File: src/rtl/l1_pkg.sv
// -----------------------------------------------------------------------------
// l1_pkg -- shared definitions for the L1 refill controller.
//
// Contents:
//   IDX_W / WAY_N   set-index width and way count, taken from the core-wide
//                   `CORE_IDX_WIDTH and `L1_WAY_NUM macros (defaults below
//                   apply when the core configuration does not provide them)
//   state_e         refill FSM state encoding
//   beat_width()    BEAT_W = log2(BEATS)
//   tag_width()     TAG_W  = 32 - IDX_W - BEAT_W - 2
//   line_addr()     {tag, idx, beat, 2'b00} byte-address builder
//
// Configuration macro: L1_EVICT_WB_EN (used by l1_refill_ctrl).
// -----------------------------------------------------------------------------
`ifndef CORE_IDX_WIDTH
`define CORE_IDX_WIDTH 6
`endif
`ifndef L1_WAY_NUM
`define L1_WAY_NUM 4
`endif

package l1_pkg;

    localparam int IDX_W = `CORE_IDX_WIDTH;
    localparam int WAY_N = `L1_WAY_NUM;

    typedef enum logic [2:0] {
        IDLE    = 3'd0,
        WB_RD   = 3'd1,
        WB_REQ  = 3'd2,
        RD_REQ  = 3'd3,
        RD_DATA = 3'd4,
        DONE    = 3'd5
    } state_e;

    function automatic int beat_width(input int beats);
        return $clog2(beats);
    endfunction

    function automatic int tag_width(input int beats);
        return 32 - IDX_W - $clog2(beats) - 2;
    endfunction

    // Arguments arrive zero-extended to 32 bits, so the fields cannot overlap.
    function automatic logic [31:0] line_addr(input logic [31:0] tag,
                                              input logic [31:0] idx,
                                              input logic [31:0] beat,
                                              input int          beat_w);
        return (tag << (IDX_W + beat_w + 2)) | (idx << (beat_w + 2)) | (beat << 2);
    endfunction

endpackage

File: src/rtl/l1_refill_ctrl_if.sv
// -----------------------------------------------------------------------------
// l1_refill_ctrl_if -- memory request/response bus of the L1 refill controller.
//
// Signals:
//   mem_req_val / mem_req_ready   request handshake
//   mem_req_we                    1 = write beat, 0 = line read
//   mem_req_addr                  byte address
//   mem_req_wdata                 write beat data
//   mem_rsp_val / mem_rsp_data    read beat return (no back-pressure)
//
// Modports: master = cache controller side, slave = memory side.
// -----------------------------------------------------------------------------
interface l1_refill_ctrl_if #(
    parameter int DATA_W = 32
) ();

    logic              mem_req_val;
    logic              mem_req_ready;
    logic              mem_req_we;
    logic [31:0]       mem_req_addr;
    logic [DATA_W-1:0] mem_req_wdata;
    logic              mem_rsp_val;
    logic [DATA_W-1:0] mem_rsp_data;

    modport master (
        output mem_req_val, mem_req_we, mem_req_addr, mem_req_wdata,
        input  mem_req_ready, mem_rsp_val, mem_rsp_data
    );

    modport slave (
        input  mem_req_val, mem_req_we, mem_req_addr, mem_req_wdata,
        output mem_req_ready, mem_rsp_val, mem_rsp_data
    );

endinterface

File: src/rtl/l1_beat_cnt.sv
// -----------------------------------------------------------------------------
// l1_beat_cnt -- beat counter for line transfers.
//
// Ports:
//   clk, rst_n   clock, asynchronous active-low reset
//   load_i       clear counter to 0 (wins over inc_i)
//   inc_i        advance by one, wrapping to 0 after BEATS-1
//   cnt_o        current beat number
//   last_o       cnt_o == BEATS-1
// -----------------------------------------------------------------------------
module l1_beat_cnt
    import l1_pkg::*;
#(
    parameter  int BEATS  = 4,
    localparam int BEAT_W = beat_width(BEATS)
) (
    input  logic              clk,
    input  logic              rst_n,
    input  logic              load_i,
    input  logic              inc_i,
    output logic [BEAT_W-1:0] cnt_o,
    output logic              last_o
);

    logic [BEAT_W-1:0] cnt_q;
    logic [BEAT_W-1:0] cnt_d;

    assign last_o = (cnt_q == BEAT_W'(BEATS - 1));
    assign cnt_o  = cnt_q;

    always_comb begin
        cnt_d = cnt_q;
        if (load_i) begin
            cnt_d = '0;
        end else if (inc_i) begin
            cnt_d = last_o ? '0 : cnt_q + BEAT_W'(1);
        end
    end

    always_ff @(posedge clk or negedge rst_n) begin
        if (!rst_n) begin
            cnt_q <= '0;
        end else begin
            cnt_q <= cnt_d;
        end
    end

endmodule

File: src/rtl/l1_refill_ctrl.sv
// -----------------------------------------------------------------------------
// l1_refill_ctrl -- L1 miss handling: optional dirty-victim writeback followed
// by a line read, beat-by-beat fill of the data RAM and a final tag update.
//
// Ports:
//   clk, rst_n                 clock, asynchronous active-low reset
//   acc_val, hit               access from the LRU stage and its hit result
//   evict_val, victim_dirty    miss with all ways valid / victim needs writeback
//   way_vect, idx, tag         allocate way (one-hot), set index, missing tag
//   victim_tag                 tag held in the victim way
//   stall, done                hold the core / one-cycle replay pulse
//   mem (master modport)       memory request/response bus
//   vic_re, vic_beat,
//   vic_rdata                  victim data-RAM read (1-cycle latency)
//   fill_we, fill_idx,
//   fill_way, fill_beat,
//   fill_data                  data-RAM fill write
//   tag_we, tag_wdata          tag/valid write for the filled way
//
// Configuration: define L1_EVICT_WB_EN to include the dirty-victim writeback
// path (WB_RD/WB_REQ). Without it every miss goes straight to RD_REQ and the
// victim read port and mem_req_we are tied to 0.
// -----------------------------------------------------------------------------
module l1_refill_ctrl
    import l1_pkg::*;
#(
    parameter  int DATA_W = 32,
    parameter  int BEATS  = 4,
    localparam int BEAT_W = beat_width(BEATS),
    localparam int TAG_W  = tag_width(BEATS)
) (
    input  logic               clk,
    input  logic               rst_n,
    input  logic               acc_val,
    input  logic               hit,
    input  logic               evict_val,
    input  logic [WAY_N-1:0]   way_vect,
    input  logic [IDX_W-1:0]   idx,
    input  logic [TAG_W-1:0]   tag,
    input  logic [TAG_W-1:0]   victim_tag,
    input  logic               victim_dirty,
    output logic               stall,
    output logic               done,
    l1_refill_ctrl_if.master   mem,
    output logic               vic_re,
    output logic [BEAT_W-1:0]  vic_beat,
    input  logic [DATA_W-1:0]  vic_rdata,
    output logic               fill_we,
    output logic [IDX_W-1:0]   fill_idx,
    output logic [WAY_N-1:0]   fill_way,
    output logic [BEAT_W-1:0]  fill_beat,
    output logic [DATA_W-1:0]  fill_data,
    output logic               tag_we,
    output logic [TAG_W-1:0]   tag_wdata
);

    state_e            state_q;
    logic [IDX_W-1:0]  idx_q;
    logic [WAY_N-1:0]  way_q;
    logic [TAG_W-1:0]  tag_q;

    logic [BEAT_W-1:0] cnt;
    logic              cnt_last;
    logic              cnt_load;
    logic              cnt_inc;
    logic              miss;
    logic              fill;

`ifdef L1_EVICT_WB_EN
    logic [TAG_W-1:0]  vtag_q;
    logic [DATA_W-1:0] wdata_q;
    // Set for the first WB_REQ cycle, while vic_rdata is being captured; the
    // request is only raised once the beat sits in wdata_q so it stays stable.
    logic              rd_pend_q;
`else
    logic              unused_wb;
    assign unused_wb = ^{evict_val, victim_dirty, victim_tag, vic_rdata};
`endif

    assign miss = acc_val & ~hit;
    // Responses are only meaningful while a line read is outstanding.
    assign fill = (state_q == RD_DATA) & mem.mem_rsp_val;

    always_comb begin
        cnt_load = ((state_q == IDLE) & miss) | ((state_q == RD_REQ) & mem.mem_req_ready);
        cnt_inc  = fill;
`ifdef L1_EVICT_WB_EN
        cnt_inc  = fill | ((state_q == WB_REQ) & ~rd_pend_q & mem.mem_req_ready);
`endif
    end

    l1_beat_cnt #(
        .BEATS (BEATS)
    ) u_beat_cnt (
        .clk    (clk),
        .rst_n  (rst_n),
        .load_i (cnt_load),
        .inc_i  (cnt_inc),
        .cnt_o  (cnt),
        .last_o (cnt_last)
    );

    always_ff @(posedge clk or negedge rst_n) begin
        if (!rst_n) begin
            state_q   <= IDLE;
            idx_q     <= '0;
            way_q     <= '0;
            tag_q     <= '0;
`ifdef L1_EVICT_WB_EN
            vtag_q    <= '0;
            wdata_q   <= '0;
            rd_pend_q <= 1'b0;
`endif
        end else begin
            case (state_q)
                IDLE: begin
                    if (miss) begin
                        idx_q <= idx;
                        tag_q <= tag;
                        way_q <= way_vect;
`ifdef L1_EVICT_WB_EN
                        vtag_q  <= victim_tag;
                        state_q <= (evict_val & victim_dirty) ? WB_RD : RD_REQ;
`else
                        state_q <= RD_REQ;
`endif
                    end
                end
`ifdef L1_EVICT_WB_EN
                WB_RD: begin
                    rd_pend_q <= 1'b1;
                    state_q   <= WB_REQ;
                end
                WB_REQ: begin
                    if (rd_pend_q) begin
                        wdata_q   <= vic_rdata;
                        rd_pend_q <= 1'b0;
                    end else if (mem.mem_req_ready) begin
                        state_q <= cnt_last ? RD_REQ : WB_RD;
                    end
                end
`endif
                RD_REQ: begin
                    if (mem.mem_req_ready) begin
                        state_q <= RD_DATA;
                    end
                end
                RD_DATA: begin
                    if (fill && cnt_last) begin
                        state_q <= DONE;
                    end
                end
                DONE: begin
                    state_q <= IDLE;
                end
                default: begin
                    state_q <= IDLE;
                end
            endcase
        end
    end

    // Gated with rst_n so the core sees no stall while reset is held.
    assign stall = rst_n & ((state_q != IDLE) | miss);
    assign done  = (state_q == DONE);

`ifdef L1_EVICT_WB_EN
    assign mem.mem_req_val   = (state_q == RD_REQ) | ((state_q == WB_REQ) & ~rd_pend_q);
    assign mem.mem_req_we    = (state_q == WB_REQ);
    assign mem.mem_req_wdata = wdata_q;
    assign vic_re            = (state_q == WB_RD);
    assign vic_beat          = vic_re ? cnt : '0;
`else
    assign mem.mem_req_val   = (state_q == RD_REQ);
    assign mem.mem_req_we    = 1'b0;
    assign mem.mem_req_wdata = '0;
    assign vic_re            = 1'b0;
    assign vic_beat          = '0;
`endif

    always_comb begin
        mem.mem_req_addr = '0;
        if (state_q == RD_REQ) begin
            mem.mem_req_addr = line_addr(32'(tag_q), 32'(idx_q), 32'd0, BEAT_W);
        end
`ifdef L1_EVICT_WB_EN
        else if (state_q == WB_REQ) begin
            mem.mem_req_addr = line_addr(32'(vtag_q), 32'(idx_q), 32'(cnt), BEAT_W);
        end
`endif
    end

    assign fill_we   = fill;
    assign fill_idx  = idx_q;
    assign fill_way  = way_q;
    assign fill_beat = fill ? cnt : '0;
    assign fill_data = fill ? mem.mem_rsp_data : '0;
    assign tag_we    = fill & cnt_last;
    assign tag_wdata = tag_we ? tag_q : '0;

endmodule

File: src/flat_wrapper.sv
// flat-port wrapper written by rule: the top's interface ports become plain ports
module l1_refill_ctrl_flat import l1_pkg::*;
#(
    parameter  int DATA_W = 32,
    parameter  int BEATS  = 4,
    localparam int BEAT_W = beat_width(BEATS),
    localparam int TAG_W  = tag_width(BEATS)
)
  (clk, rst_n, acc_val, hit, evict_val, way_vect, idx, tag, victim_tag, victim_dirty, stall, done, vic_re, vic_beat, vic_rdata, fill_we, fill_idx, fill_way, fill_beat, fill_data, tag_we, tag_wdata, mem_mem_req_val, mem_mem_req_we, mem_mem_req_addr, mem_mem_req_wdata, mem_mem_req_ready, mem_mem_rsp_val, mem_mem_rsp_data);
  l1_refill_ctrl_if #(.DATA_W(DATA_W)) mem_i ();
  input  logic clk;
  input  logic rst_n;
  input  logic acc_val;
  input  logic hit;
  input  logic evict_val;
  input  logic [WAY_N-1:0] way_vect;
  input  logic [IDX_W-1:0] idx;
  input  logic [TAG_W-1:0] tag;
  input  logic [TAG_W-1:0] victim_tag;
  input  logic victim_dirty;
  output logic stall;
  output logic done;
  output logic vic_re;
  output logic [BEAT_W-1:0] vic_beat;
  input  logic [DATA_W-1:0] vic_rdata;
  output logic fill_we;
  output logic [IDX_W-1:0] fill_idx;
  output logic [WAY_N-1:0] fill_way;
  output logic [BEAT_W-1:0] fill_beat;
  output logic [DATA_W-1:0] fill_data;
  output logic tag_we;
  output logic [TAG_W-1:0] tag_wdata;
  output wire logic [$bits(mem_i.mem_req_val)-1:0] mem_mem_req_val;
  output wire logic [$bits(mem_i.mem_req_we)-1:0] mem_mem_req_we;
  output wire logic [$bits(mem_i.mem_req_addr)-1:0] mem_mem_req_addr;
  output wire logic [$bits(mem_i.mem_req_wdata)-1:0] mem_mem_req_wdata;
  input wire logic [$bits(mem_i.mem_req_ready)-1:0] mem_mem_req_ready;
  input wire logic [$bits(mem_i.mem_rsp_val)-1:0] mem_mem_rsp_val;
  input wire logic [$bits(mem_i.mem_rsp_data)-1:0] mem_mem_rsp_data;
  assign mem_mem_req_val = mem_i.mem_req_val;
  assign mem_mem_req_we = mem_i.mem_req_we;
  assign mem_mem_req_addr = mem_i.mem_req_addr;
  assign mem_mem_req_wdata = mem_i.mem_req_wdata;
  assign mem_i.mem_req_ready = mem_mem_req_ready;
  assign mem_i.mem_rsp_val = mem_mem_rsp_val;
  assign mem_i.mem_rsp_data = mem_mem_rsp_data;
  l1_refill_ctrl #(.DATA_W(DATA_W), .BEATS(BEATS)) u_core (.clk(clk), .rst_n(rst_n), .acc_val(acc_val), .hit(hit), .evict_val(evict_val), .way_vect(way_vect), .idx(idx), .tag(tag), .victim_tag(victim_tag), .victim_dirty(victim_dirty), .stall(stall), .done(done), .mem(mem_i), .vic_re(vic_re), .vic_beat(vic_beat), .vic_rdata(vic_rdata), .fill_we(fill_we), .fill_idx(fill_idx), .fill_way(fill_way), .fill_beat(fill_beat), .fill_data(fill_data), .tag_we(tag_we), .tag_wdata(tag_wdata));
endmodule
File: config.mk
export PLATFORM = sky130hd
export DESIGN_NAME = l1_refill_ctrl_flat
export DESIGN_NICKNAME = d
export VERILOG_FILES = /design/src/rtl/l1_pkg.sv /design/src/rtl/l1_refill_ctrl_if.sv /design/src/rtl/l1_beat_cnt.sv /design/src/rtl/l1_refill_ctrl.sv /design/src/flat_wrapper.sv
export SDC_FILE = /design/constraint.sdc
export NUM_CORES = 1
export LEC_CHECK = 0
export ABC_AREA = 1
export CAP_MARGIN = 25
export CORE_AREA = 2 2 102 104
export DETAILED_ROUTE_END_ITERATION = 7
export DIE_AREA = 0 0 104 106
export PLACE_DENSITY = 0.78
export SKIP_CTS_REPAIR_TIMING = 1
export SYNTH_ARGS = -nofsm -noshare
export SYNTH_HDL_FRONTEND = slang
export SYNTH_SLANG_ARGS = --single-unit
export TNS_END_PERCENT = 100
File: constraint.sdc
create_clock -name clk -period 1.5 [get_ports clk]
set_input_delay 0.225 -clock clk [delete_from_list [all_inputs] [get_ports clk]]
set_output_delay 0.225 -clock clk [all_outputs]
set_load 0.02 [all_outputs]
==> results.json, run 1 <==
{
  "totalWireLength_um": 8023,
  "hold_viol_final": 0,
  "peakVddDrop_uv": 585.5,
  "nets": 665,
  "status": "finished with violations",
  "arrival_ns": 1.55,
  "die_h_um": 106,
  "reg2regPathDepth": 9,
  "insertion_delay_ns": 0.29,
  "synth-xor-area-share": 0,
  "core_area_sq_um": 10000,
  "min_period_ns": 1.776,
  "cts_tree": "done",
  "regArea_sq_um": 925.9,
  "antenna_found_initial": 0,
  "start_util": 0.2499,
  "placed_cell_area_sq_um": 4349,
  "syn_area_sq_um": 2499,
  "yosysTopAreaCell": "dfrtp_1",
  "die-area_sq_um": 11020,
  "htreeDepth": 2,
  "worstSetupEndpointType": "output pin",
  "skew_ns": 0.006487,
  "p_leak_uw": 0.002599,
  "grt_max_degree": 49,
  "yosys.cell_count.top_type": "nor2_1",
  "synthSimpleGateAreaFrac": 0.2323,
  "portBuffers": 168,
  "setup_violations": 88,
  "worst_slack_ns": -0.2760,
  "rsz0062_at_grt": "yes",
  "path_max_fanout": 8,
  "required_ns": 1.27,
  "dp_cells": 661,
  "drc": 0,
  "multiInputGateArea_sq_um": 1264,
  "yosysWarnings": 0,
  "cts_buffer_depth": 2,
  "synth_adder_area_share": 0.005008,
  "grt_pass1_vias": 2439,
  "cts-root-buf": "clkbuf_8",
  "via_count": 2575,
  "period_share": 1.184,
  "die_w_um": 104,
  "firstDrtPassIters": 4,
  "cap_violations": 0,
  "std_cell_rows": 37,
  "synth_top_family_by_area": "buffers and inverters",
  "hpwl_um": 5942,
  "synth.distinct_cells": 19,
  "path_clk_slew_ns": 0.08,
  "synth_ff_type": "dfrtp_1",
  "synthMuxAreaShare": 0,
  "timing_worst_setup_path_type": "flip-flop to output pin",
  "finalMaxSlewViolations": 0,
  "fin_util": 0.4690,
  "cts_sinks": 37,
  "fmax_ghz": 0.5631,
  "via_per_inst": 3.815,
  "power.density_nw_per_um2": 1176,
  "ys_top_cells_by_area": "dfrtp_1, nor2_1, buf_4, inv_1, a21oi_2",
  "seq_area_frac_synth": 0.3706,
  "min_path_type": "primary input to async pin",
  "stdcell_area_sq_um": 4690,
  "avgSynthCellArea_sq_um": 7.139,
  "fin_cells": 675,
  "n_fill_cell": 1007,
  "violations": "setup timing",
  "synthToLayoutAreaGrowth_pct": 87.68,
  "worst_setup_path_start_kind": "flip-flop",
  "io_pins": 265,
  "yosys.area.top_type_share": 0.3706,
  "wl_per_cell_um": 11.89,
  "drt_iter0_drc": 60,
  "gr-total-overflow": 0,
  "layout-drive-gt1-share": 0.3933,
  "async_flop_share": 1.000,
  "antennaDiodeCount": 0,
  "grt_usage": 0.1269,
  "synth_compound_area_frac": 0.1112,
  "synth-edff-count": 0,
  "grt_pass1_wl_um": 11470,
  "syn_inst": 350,
  "synth-seq-cells": 37,
  "routabilityCongestion": 0.8228,
  "hold_slack_ns": 0.06916,
  "netlist_top_cells_count": "nor2_1, inv_1, buf_4",
  "antenna_left": 0,
  "cts_buffers": 5
}
==> layer usage <==
layer  up-vias  global-route usage  part of all wire
met5         -                   0                 0
met1      1156              0.1455              0.40
met2       113              0.2453              0.53
met4         0             0.03185            0.0070
li1       1302                   -                 -
met3         4             0.01901             0.060
==> critical path, cell delays in order, from the launching register on <==
cell and delay [ns]:
dfrtp_1 0.42, nor2_4 0.15, buf_6 0.14, nand3_4 0.12, buf_8 0.19, nor2_1 0.11, buf_4 0.15
==> through the flow <==
step | power, uW | setup TNS (ns) | setup WS, ns
final | 5513 | -16.86 | -0.2760
after global routing | 5921 | -25.06 | -0.3789
after CTS | 5396 | -61.41 | -0.8002
after detailed placement | 4479 | -43.73 | -0.6897
after global placement | 4390 | -40.88 | -0.6649
after floorplan | 3380 | -0.8512 | -0.04571
==> final timing paths <==
check / startpoint / endpoint / slack, ns
max: u_core.state_q[0] / fill_data[8] / -0.28
min: rst_n / u_core.tag_q[14] / 0.07
max reg2reg: u_core.state_q[0] / u_core.state_q[2] / 0.13
min reg2reg: u_core.fill_way[0] / u_core.fill_way[0] / 0.49
max in group asynchronous: rst_n / u_core.u_beat_cnt.cnt_o[0] / 1.08
min in group clk: way_vect[2] / u_core.fill_way[2] / 0.47
==> cell usage in the layout (no fill, tap or decap), types with 5 or more instances in the layout <==
master            n
conb_1           40
dfrtp_1          37
inv_1            78
buf_6            34
nor2_2           33
a21oi_2          28
clkdlybuf4s50_1  68
buf_4            75
nor2_4           19
dlymetal6s2s_1   10
clkbuf_8          5
nor2_1           68
nand2_1          14
==> sequential cells by signal (all words and copies together), names as in the netlist <==
register	flops
u_core.fill_way	4
u_core.tag_q	22
u_core.state_q	3
u_core.fill_idx	6
u_core.u_beat_cnt.cnt_o	2
==> power breakdown <==
part,internal (uW),switching (uW),leakage (uW)
Combinational,1250,1730,0.00212
Clock,498,382,0.0000543
Sequential,1480,181,0.000420
Total,3220,2290,0.00260
==> final cells by class <==
class,instances,share of cell area
timing repair buffer,197,0.4098
clock inverter,3,0.009872
inverter,78,0.06243
multi-input combinational,219,0.2695
tap,136,0.03629
clock buffer,5,0.01467
sequential,37,0.1974
==> kinds of logic (layout without fill, tap and decap cells) <==
group                      Yosys count  in the layout
AOI/OAI and AO/OA                   34             34
adders and majority gates            1              1
buffers and inverters              133            283
DFF                                 37             37
other                                1             40
and+or+nand+nor                    144            144
(Power assumes the default switching activity.)
==> run 2, diff against run 1 <==
--- a/config.mk
+++ b/config.mk
@@ -15,4 +15,4 @@
 export SYNTH_ARGS = -nofsm -noshare
 export SYNTH_HDL_FRONTEND = slang
 export SYNTH_SLANG_ARGS = --single-unit
-export TNS_END_PERCENT = 100
+export TNS_END_PERCENT = 20
==> results.json, run 2 (same netlist as run 1, synthesis figures left out) <==
{
  "worst_slack_ns": -0.2782,
  "antenna_found_initial": 0,
  "p_leak_uw": 0.002671,
  "rsz0062_at_grt": "yes",
  "cts_sinks": 37,
  "hold_viol_final": 0,
  "required_ns": 1.27,
  "nets": 662,
  "worst_setup_path_start_kind": "flip-flop",
  "period_share": 1.185,
  "layout-drive-gt1-share": 0.3675,
  "drc": 0,
  "worstSetupEndpointType": "output pin",
  "cts-root-buf": "clkbuf_8",
  "grt_usage": 0.1269,
  "die-area_sq_um": 11020,
  "routabilityCongestion": 0.8228,
  "antennaDiodeCount": 0,
  "core_area_sq_um": 10000,
  "reg2reg_from": "u_core.state_q[0]",
  "skew_ns": 0.006980,
  "via_per_inst": 3.807,
  "final_cell_mix": "inv_1, nor2_1, clkdlybuf4s50_1, buf_4, conb_1",
  "largest_register_ffs": 22,
  "grt_max_degree": 49,
  "firstDrtPassIters": 4,
  "setup_violations": 88,
  "path_buf_inv": 3,
  "wl_per_cell_um": 11.73,
  "critPathLaunch": "u_core.state_q[0]",
  "min_path_type": "primary input to async pin",
  "insertion_delay_ns": 0.29,
  "gr-total-overflow": 0,
  "drt_iter0_drc": 41,
  "cpLargestDelayFamily": "buffers and inverters",
  "reg2reg_to": "u_core.tag_q[17]",
  "path_cells": "nor2_4 -> buf_6 -> nand3_4 -> buf_12 -> nor2_1 -> clkbuf_2",
  "portBuffers": 168,
  "cap_violations": 0,
  "synthToLayoutAreaGrowth_pct": 82.37,
  "grt_pass1_wl_um": 11470,
  "io_pins": 265,
  "std_cell_rows": 37,
  "fin_total_pwr_uw": 5352,
  "violations": "setup timing",
  "final_common_cell": "inv_1",
  "die_w_um": 104,
  "finalMaxSlewViolations": 0,
  "via_count": 2558,
  "fin_cells": 672,
  "start_util": 0.2499,
  "cts_tree": "done",
  "hpwl_um": 5942,
  "crit_end": "fill_data[12]",
  "path_clk_slew_ns": 0.08,
  "power.density_nw_per_um2": 1174,
  "status": "finished with violations",
  "path_max_fanout": 16,
  "arrival_ns": 1.55,
  "reg2reg_slack_ns": 0.18,
  "die_h_um": 106,
  "htreeDepth": 2,
  "antenna_left": 0,
  "totalWireLength_um": 7884,
  "min_period_ns": 1.778,
  "top_register": "u_core.tag_q",
  "cts_buffer_depth": 2,
  "reg2regPathDepth": 6,
  "dp_cells": 661,
  "cp_slowest_stage_delay_ns": 0.42,
  "grt_pass1_vias": 2439,
  "timing_worst_setup_path_type": "flip-flop to output pin",
  "fin_util": 0.4557,
  "cp_num_cells": 6,
  "cp_slowest_cell": "dfrtp_1",
  "fmax_ghz": 0.5624,
  "peakVddDrop_uv": 584.7,
  "cts_buffers": 5
}
-- run 2: changes by cell type in the layout (fill, tap and decap cells not counted), moves of 2 or more --
cell / delta
clkbuf_2: +4
nor2_4: -5
buf_8: -2
nor2_1: +4
dlymetal6s2s_1: +7
buf_4: -17
buf_6: -4
buf_2: +11
-- run 2: power by group --
group,leakage [uW],internal [uW],switching (uW)
clock,0.0000543,498,383
sequential,0.000420,1480,181
combinational,0.00220,1140,1680
-- run 2: final cells by class --
type | instances | area, sq um
Fill cell | 1013 | 5443
Multi-Input combinational cell | 219 | 1216
Timing Repair Buffer | 194 | 1837
Inverter | 78 | 292.8
Clock inverter | 3 | 46.29
Clock buffer | 5 | 68.82
Sequential cell | 37 | 925.9
Tap cell | 136 | 170.2
-- run 2: routing by layer --
metal	share of wire	GRT usage	routed length [um]	up-vias
li1	-	-	-	1294
met1	0.39	0.1455	3043	1147
met2	0.54	0.2453	4278	113
met3	0.064	0.01901	506	4
met4	0.0071	0.03185	56	0
met5	0	0	0	-
-- run 2: stage by stage --
step | worst slack [ns] | instance area [sq um] | TNS (ns) | hold slack [ns]
finish | -0.2782 | 4557 | -17.78 | 0.06000
detailed placement | -0.6897 | 4349 | -43.73 | 0.3993
global placement | -0.6649 | 4349 | -40.88 | 0.3986
floorplan | -0.04571 | 2693 | -0.8512 | -0.07059
global route | -0.4010 | 4557 | -25.88 | 0.08607
CTS | -0.8002 | 4464 | -61.41 | 0.07373
-- run 2: how the worst min path moves through the flow --
stage / start / to / slack (ns)
global route: rst_n / u_core.tag_q[11] / 0.09
finish: rst_n / u_core.tag_q[12] / 0.06
CTS: rst_n / u_core.tag_q[18] / 0.07
detailed placement: rst_n / u_core.tag_q[12] / 0.40
floorplan: rst_n / u_core.fill_idx[0] / -0.07
global placement: rst_n / u_core.tag_q[12] / 0.40
-- run 2: worst reg2reg max path, stage by stage, from the launching register on --
cell and delay, ns:
dfrtp_1 0.42, nor2_4 0.15, buf_6 0.13, nand3_4 0.09, buf_12 0.19, nor2_1 0.19
a21oi_2 0.05
==> run 3, diff against run 2 <==
--- a/config.mk
+++ b/config.mk
@@ -7,12 +7,12 @@
 export LEC_CHECK = 0
 export ABC_AREA = 1
 export CAP_MARGIN = 25
-export CORE_AREA = 2 2 102 104
+export CELL_PAD_IN_SITES_DETAIL_PLACEMENT = 1
+export CELL_PAD_IN_SITES_GLOBAL_PLACEMENT = 2
+export CORE_UTILIZATION = 13
 export DETAILED_ROUTE_END_ITERATION = 7
-export DIE_AREA = 0 0 104 106
-export PLACE_DENSITY = 0.78
+export PLACE_DENSITY = 0.87
 export SKIP_CTS_REPAIR_TIMING = 1
 export SYNTH_ARGS = -nofsm -noshare
 export SYNTH_HDL_FRONTEND = slang
 export SYNTH_SLANG_ARGS = --single-unit
-export TNS_END_PERCENT = 20
==> results.json, run 3 (same netlist as run 1, synthesis figures left out) <==
{
  "relSlewSlack": 0.6395,
  "cp_slowest_stage_delay_ns": 0.40,
  "cts_sinks": 37,
  "final_cell_mix": "buf_4, inv_1, clkdlybuf4s50_1, nor2_1, nor2_2",
  "min_path_type": "primary input to async pin",
  "timing_worst_setup_path_type": "flip-flop to output pin",
  "status": "finished with violations",
  "synthToLayoutAreaGrowth_pct": 101.3,
  "via_count": 2713,
  "hold_viol_final": 0,
  "worst_slack_ns": -0.2605,
  "via_per_inst": 3.460,
  "start_util": 0.1331,
  "cts_tree": "done",
  "antenna_left": 0,
  "skew_ns": 0.003908,
  "setup_violations": 107,
  "worst_setup_path_start_kind": "flip-flop",
  "htreeDepth": 2,
  "largest_register_ffs": 22,
  "grt_pass1_wl_um": 13810,
  "cts_buffer_depth": 2,
  "cp_slowest_cell": "dfrtp_1",
  "fmax_ghz": 0.5680,
  "std_cell_rows": 50,
  "cap_violations": 0,
  "violations": "setup timing",
  "grt_max_degree": 38,
  "path_clk_slew_ns": 0.06,
  "required_ns": 1.27,
  "drt_iter0_drc": 26,
  "firstDrtPassIters": 3,
  "die_w_um": 140.6,
  "antennaDiodeCount": 0,
  "gr-total-overflow": 0,
  "routabilityCongestion": 0.7137,
  "die-area_sq_um": 19780,
  "power.density_nw_per_um2": 1208,
  "drc": 0,
  "period_share": 1.174,
  "totalWireLength_um": 9910,
  "cts-root-buf": "clkbuf_16",
  "layout-drive-gt1-share": 0.4400,
  "cts_buffers": 5,
  "arrival_ns": 1.54,
  "core_area_sq_um": 18770,
  "final_common_cell": "buf_4",
  "path_max_fanout": 22,
  "grt_pass1_vias": 2646,
  "p_leak_uw": 0.002679,
  "wl_per_cell_um": 12.64,
  "insertion_delay_ns": 0.28,
  "die_h_um": 140.6,
  "worst_pin_slew_ns": 0.5408,
  "antenna_found_initial": 0,
  "rsz0062_at_grt": "yes",
  "min_period_ns": 1.761,
  "finalMaxSlewViolations": 0,
  "worstSetupEndpointType": "output pin",
  "hpwl_um": 7206,
  "portBuffers": 168,
  "n_fill_cell": 2244,
  "grt_usage": 0.09151,
  "nets": 677,
  "peakVddDrop_uv": 337.7,
  "dp_worst_setup_slack_ns": -0.6447,
  "path_cells": "nor2_4 -> nand2_2 -> nor2_4 -> nand2_2 -> buf_12 -> nor2_2 -> buf_6",
  "io_pins": 265,
  "fin_total_pwr_uw": 6075,
  "top_register": "u_core.tag_q"
}
==> run 3: worst paths after layout <==
check,endpoint,slack [ns],from,cells past startpoint
worst max-delay path,tag_wdata[2],-0.26,u_core.state_q[0],7
worst min-delay path,u_core.tag_q[14],0.08,rst_n,2
worst max register to register,u_core.fill_idx[1],-0.04,u_core.state_q[0],9
worst min register to register,u_core.fill_way[3],0.48,u_core.fill_way[3],2
max in group asynchronous,u_core.state_q[2],1.02,rst_n,2
min in group clk,u_core.fill_way[3],0.48,u_core.fill_way[3],2
==> run 3: area by class of cell <==
class | instances | area (sq um) | area share
inverter | 78 | 292.8 | 0.05822
sequential | 37 | 927.1 | 0.1844
timing repair buffer | 208 | 2072 | 0.4120
tap | 234 | 292.8 | 0.05822
multi-input combinational | 220 | 1301 | 0.2588
clock buffer | 7 | 142.6 | 0.02837
==> run 3: worst max-delay path: cells and delay by family, from the launching register on <==
kind	cells	cell delay [ns]
flops	1	0.40
simple gates	5	0.53
buf+inv	2	0.31
==> run 3: per-layer routing <==
layer	GRT usage	wire length, um
met5	0	0
met4	0.02403	91
met3	0.03635	851
met2	0.1603	5004
met1	0.1029	3963
==> run 3: report_power, final <==
part           switching (uW)  internal [uW]  total, uW
Sequential                175           1480       1660
Combinational            1870           1480       3350
Clock                     415            653       1070
==> run 3: through the flow <==
step	utilization	hold slack, ns	cells	area [sq um]	setup TNS (ns)
detailed placement	0.2405	0.4341	762	4514	-45.21
global placement	0.2405	0.4283	762	4514	-43.50
floorplan	-	-0.07059	389	2693	-0.8512
global route	0.2679	0.1515	784	5029	-23.55
finish	0.2679	0.07995	784	5029	-12.93
CTS	0.2481	0.1182	769	4657	-55.90
